<file path="src/rtl/nukv_fifogen_pkt.sv">
// Single-clock first-word-fall-through AXI-stream FIFO with optional store-and-forward
// packet mode, exact beat/packet occupancy and a registered almost-full flag.
module nukv_fifogen_pkt #(
  parameter int ADDR_BITS   = 5,
  parameter int DATA_SIZE   = 16,
  parameter bit PACKET_MODE = 1'b0,
  parameter int AFULL_GAP   = 8
) (
  input  logic                 clk,
  input  logic                 rst,
  input  logic [DATA_SIZE-1:0] s_axis_tdata,
  input  logic                 s_axis_tlast,
  input  logic                 s_axis_tvalid,
  output logic                 s_axis_tready,
  output logic                 s_axis_talmostfull,
  output logic [DATA_SIZE-1:0] m_axis_tdata,
  output logic                 m_axis_tlast,
  output logic                 m_axis_tvalid,
  input  logic                 m_axis_tready,
  output logic [ADDR_BITS:0]   count,
  output logic [ADDR_BITS:0]   pkt_count
);

  localparam int DEPTH = 2 ** ADDR_BITS;
  localparam logic [ADDR_BITS:0]   FULL_COUNT  = (ADDR_BITS+1)'(DEPTH);
  localparam logic [ADDR_BITS:0]   AFULL_LEVEL = (ADDR_BITS+1)'(DEPTH - AFULL_GAP);
  localparam logic [ADDR_BITS:0]   COUNT_ONE   = (ADDR_BITS+1)'(1);
  localparam logic [ADDR_BITS-1:0] PTR_ONE     = ADDR_BITS'(1);

  logic [DATA_SIZE:0]   mem [DEPTH];
  logic [ADDR_BITS-1:0] wr_ptr;
  logic [ADDR_BITS-1:0] rd_ptr;
  logic [DATA_SIZE:0]   head;
  logic [ADDR_BITS:0]   count_next;
  logic [ADDR_BITS:0]   pkt_count_next;
  logic                 cut_through;
  logic                 oversize;
  logic                 not_empty;
  logic                 wr_fire;
  logic                 rd_fire;
  logic                 wr_last;
  logic                 rd_last;

  assign head      = mem[rd_ptr];
  assign not_empty = (count != '0);

  // A full FIFO holding no complete packet can never release one, so it must drain
  // in stream fashion; the combinational term makes that visible on the filling edge.
  assign oversize = (count == FULL_COUNT) && (pkt_count == '0);

  assign m_axis_tvalid = not_empty &&
                         (!PACKET_MODE || (pkt_count != '0) || cut_through || oversize);
  assign m_axis_tdata  = not_empty ? head[DATA_SIZE-1:0] : '0;
  assign m_axis_tlast  = not_empty ? head[DATA_SIZE] : 1'b0;

  assign wr_fire = s_axis_tvalid && s_axis_tready;
  assign rd_fire = m_axis_tvalid && m_axis_tready;
  assign wr_last = wr_fire && s_axis_tlast;
  assign rd_last = rd_fire && head[DATA_SIZE];

  always_comb begin
    count_next     = count;
    pkt_count_next = pkt_count;
    if (wr_fire && !rd_fire) begin
      count_next = count + COUNT_ONE;
    end else if (rd_fire && !wr_fire) begin
      count_next = count - COUNT_ONE;
    end
    if (wr_last && !rd_last) begin
      pkt_count_next = pkt_count + COUNT_ONE;
    end else if (rd_last && !wr_last) begin
      pkt_count_next = pkt_count - COUNT_ONE;
    end
  end

  // tready and almost-full look at next occupancy so they settle on the causing edge.
  always_ff @(posedge clk or posedge rst) begin
    if (rst) begin
      wr_ptr             <= '0;
      rd_ptr             <= '0;
      count              <= '0;
      pkt_count          <= '0;
      cut_through        <= 1'b0;
      s_axis_tready      <= 1'b0;
      s_axis_talmostfull <= 1'b0;
    end else begin
      count              <= count_next;
      pkt_count          <= pkt_count_next;
      s_axis_tready      <= (count_next != FULL_COUNT);
      s_axis_talmostfull <= (count_next >= AFULL_LEVEL);
      if (wr_fire) begin
        wr_ptr <= wr_ptr + PTR_ONE;
      end
      if (rd_fire) begin
        rd_ptr <= rd_ptr + PTR_ONE;
      end
      if (rd_last) begin
        cut_through <= 1'b0;
      end else if (PACKET_MODE && oversize) begin
        cut_through <= 1'b1;
      end
    end
  end

  always_ff @(posedge clk) begin
    if (wr_fire) begin
      mem[wr_ptr] <= {s_axis_tlast, s_axis_tdata};
    end
  end

endmodule

</file>
<file path="config.mk">
export PLATFORM = sky130hd
export DESIGN_NAME = nukv_fifogen_pkt
export DESIGN_NICKNAME = d
export VERILOG_FILES = /design/src/rtl/nukv_fifogen_pkt.sv
export SDC_FILE = /design/constraint.sdc
export NUM_CORES = 1
export LEC_CHECK = 0
export ABC_AREA = 1
export BUFFER_PORTS_ARGS = -buffer_cell sky130_fd_sc_hd__buf_2
export CORE_ASPECT_RATIO = 0.5
export CORE_MARGIN = 2
export CORE_UTILIZATION = 55
export DETAILED_ROUTE_END_ITERATION = 6
export PLACE_DENSITY_LB_ADDON = 0.3
export RECOVER_POWER = 100
export SLEW_MARGIN = 20
export SYNTH_ARGS = -nofsm -noshare
export SYNTH_HDL_FRONTEND = slang
export SYNTH_SLANG_ARGS = --single-unit
</file>
<file path="constraint.sdc">
create_clock -name clk -period 2.9 [get_ports clk]
set_clock_uncertainty 0.2 [all_clocks]
set_input_delay 0.87 -clock clk [delete_from_list [all_inputs] [get_ports clk]]
set_output_delay 0.87 -clock clk [all_outputs]
set_load 0.05 [all_outputs]
</file>
==> reports/summary.txt <==
Hold Buf Count CTS: 0
Vias/cell: 5.913
Hold_ws: 0.2013 ns
IO buf count: 52
Clk root buf: clkbuf_16
Largest net degree at the start of global routing: 37
RR Endpoint: pkt_count[4]
Avg Inst Size Synth: 11.53 sq um
First-pass GRT wire length: 95030 um
Critical path class: reg2out
Setup TNS: -13.38 ns
Post-Synthesis Cell Area: 0.02348 sq mm
Post-synthesis mux area share: 0%
Num CTS Buffers: 49
Final Max Tran Viols: 528
Class of the worst hold path: in2async
Clock tree buffer depth: 3
GRT overflow: 0
Placed insts: 2710
Synth Area in XOR/XNOR: 0.4850%
Ant diodes: 0
Min cycle time layout: 3.627 ns
Switching portion of total power: 40.84%
Initial core utilization: 55.84%
Worst slew pin tran: 1.886 ns
Layout area overhead: 22.62%
Depth of the CTS H-tree: 2
Post-synthesis adder-cell area fraction: 0.7248%
Failing checks: max-capacitance violations, max-slew violations, negative setup slack
Worst ir drop on vdd: 0.0007181 V
Warnings, synthesis: 0
CP Launch Type: flop
Initial DRC count: 2264
Arr. time, crit path: 2.56 ns
R2R depth: 22
Final hold violations: 0
Peak Freq: 0.2757 GHz
Fin crit share: 125.1%
Core Footprint: 0.04204 sq mm
Total GRT Usage: 28.86%
Number of detailed-route iterations in the first pass: 6
Clock latency on the worst-skew pair: 0.59 ns
Normalized max-slew margin: -25.75%
Flop pwr share: 30.1%
Syn Inst Count: 2036
Final worst slack: -0.7271 ns
Commonest non-fill, non-tap cell in the layout: nand2_1
RR Startpoint: rd_ptr[0]
Clk pwr share: 20.4%
Crit Path Max Fanout: 8
Num rows: 53
PD cells: 1150 mW/mm^2
Number of synthesized register bits: 568
Leak: 10.63 nW
Outcome: complete, but fails checks
Die area: 0.04446 sq mm
Via count: 16727
Post-DP HPWL: 36500 um
R2R setup slack: -0.48 ns
Routed len/inst: 22.82 um
Clock sink count: 568
Sequential area share after synthesis: 72.14%
Mapped Nets: 2070
Ports: 53
Share of cells above drive strength 1: 22.74%
Most frequent cells in the layout: nand2_1, edfxtp_1, nand3_1
# setup viols final: 23
Setup crit end kind: output port
Largest family of logic cells by synthesized area: simple AND/OR/NAND/NOR gates
Netlist cell types: 35
DRC: 0
RSZ-0062 raised after global routing: true
Initial antenna violation count: 0
Worst Path Required: 1.83 ns
Layout Cells excl Fill: 2829
Compound-Gate Fraction of Synth Area: 2.409%
DRT Wirelength: 64540 um
Max Cap Viol: 16
Final GP Congestion: 0.8676
Pint: 19.59 mW
Antenna-violating nets left: 0
Die Y: 150.1 um
Psw: 13.52 mW
Vias in the first global route: 16075
Combinational Power Share: 49.4%
Simple-Gate Fraction of Synth Area: 21.14%
CTS tree: done
Final nets: 2247
Clock slew at reported path FFs: 0.06 ns
Tot Pwr: 33.11 mW
Die Width: 296.2 um
[registers in the layout (all words and copies together), names as in the netlist]
| signal | flops |
|---|---|
| rd_ptr | 5 |
| count | 6 |
| s_axis_talmostfull | 1 |
| wr_ptr | 5 |
| s_axis_tready | 1 |
| mem | 544 |
| pkt_count | 6 |
[Yosys cell counts]
master    count  area, sq um
a21boi_1      1        7.510
a21oi_1      34        170.2
a21oi_2       1        8.760
a31oi_1       2        12.51
buf_1         5        18.77
buf_2        84        420.4
buf_4         8        60.06
buf_6         1        11.26
clkbuf_1     24        90.09
clkinv_1      2        7.510
dfrtp_1      24        600.6
edfxtp_1    544        16340
fa_1          1        20.02
ha_1         12        150.1
inv_1        30        112.6
inv_2         2        7.510
nand2_1     686         2575
nand2_2       1        6.260
nand2_4       2        22.52
nand3_1     375         1877
nand3_2       2        20.02
nand3b_1      1        7.510
nand4_1       8        50.05
nor2_1       99        371.6
nor2_2        2        12.51
nor3_1        1        5.000
nor3_2        1        10.01
o211ai_1      5        37.54
o21a_1        1        7.510
o21ai_0      28        140.1
o21ai_1      30        150.1
o22ai_1       5        31.28
or2_2         1        6.260
xnor2_1       3        26.28
xor2_1       10        87.58
[how the worst max path moves through the flow]
stage | cells past startpoint | slack (ns) | from | endpoint
floorplan | 7 | 0.03 | count[0] | m_axis_tdata[11]
global placement | 9 | -0.25 | rd_ptr[1] | m_axis_tdata[1]
detailed placement | 20 | -0.30 | rd_ptr[0] | pkt_count[4]
CTS | 12 | -0.72 | rd_ptr[0] | m_axis_tdata[11]
global route | 13 | -0.80 | rd_ptr[0] | m_axis_tdata[12]
finish | 13 | -0.73 | rd_ptr[0] | m_axis_tdata[12]
[worst max-delay path, cell delays in order, from the launching register on]
cell and delay, ns:
dfrtp_4 0.52, clkinv_8 0.13, buf_12 0.18, buf_6 0.12
buf_8 0.13, nand2_1 0.07, nand3_1 0.09, nand3_2 0.10
nand2_2 0.09, nand2_2 0.07, nand2_2 0.06, a21oi_4 0.19
nor2_4 0.07, buf_6 0.15
[per-stage QoR]
step / worst slack [ns] / area [sq um] / util, %
after floorplan: 0.03423 / 23590 / -
after global placement: -0.2511 / 25810 / 61.38
after detailed placement: -0.3028 / 25820 / 61.40
after CTS: -0.7175 / 28410 / 67.59
after global routing: -0.8003 / 28790 / 68.48
final: -0.7271 / 28790 / 68.48
[routing by layer]
layer	wire length, um	GRT usage [%]	vias to the layer above
met3	6720	4.842	132
li1	-	-	7476
met1	25620	41.12	8089
met2	30120	45.54	1030
met4	2082	10.15	0
met5	0	0	-
[cell families (layout without fill, tap and decap cells)]
family / Yosys count / after routing
compound gates: 107 / 107
simple gates: 1179 / 1179
buf+inv: 156 / 372
flops: 568 / 568
fa+ha+maj: 13 / 13
xor+xnor: 13 / 13
[final cells by class]
cell class,count,area (sq um)
repair buffers,248,2470
multi-input cells,1312,6868
well taps,577,721.9
clock inverters,23,256.5
clock buffers,67,1376
fillers,2804,13250
flip-flops and latches,568,16950
inverters,34,145.1
[power by group through the flow]
stage	clock, mW	sequential (mW)	combinational [mW]
floorplan	0	10.3	7.66
global placement	0	10.1	12.8
detailed placement	0	10.1	13.0
global route	7.11	10.0	17.3
finish	6.77	9.98	16.4
CTS	6.78	9.95	15.1
[timing repair]
item,in CTS,in global routing
setup buffers,18,12
setup endpoints to repair,23,23
resized for setup,163,178
pin swaps,33,69
gates cloned,8,3
No activity file was read; power rests on OpenSTA's default activity.
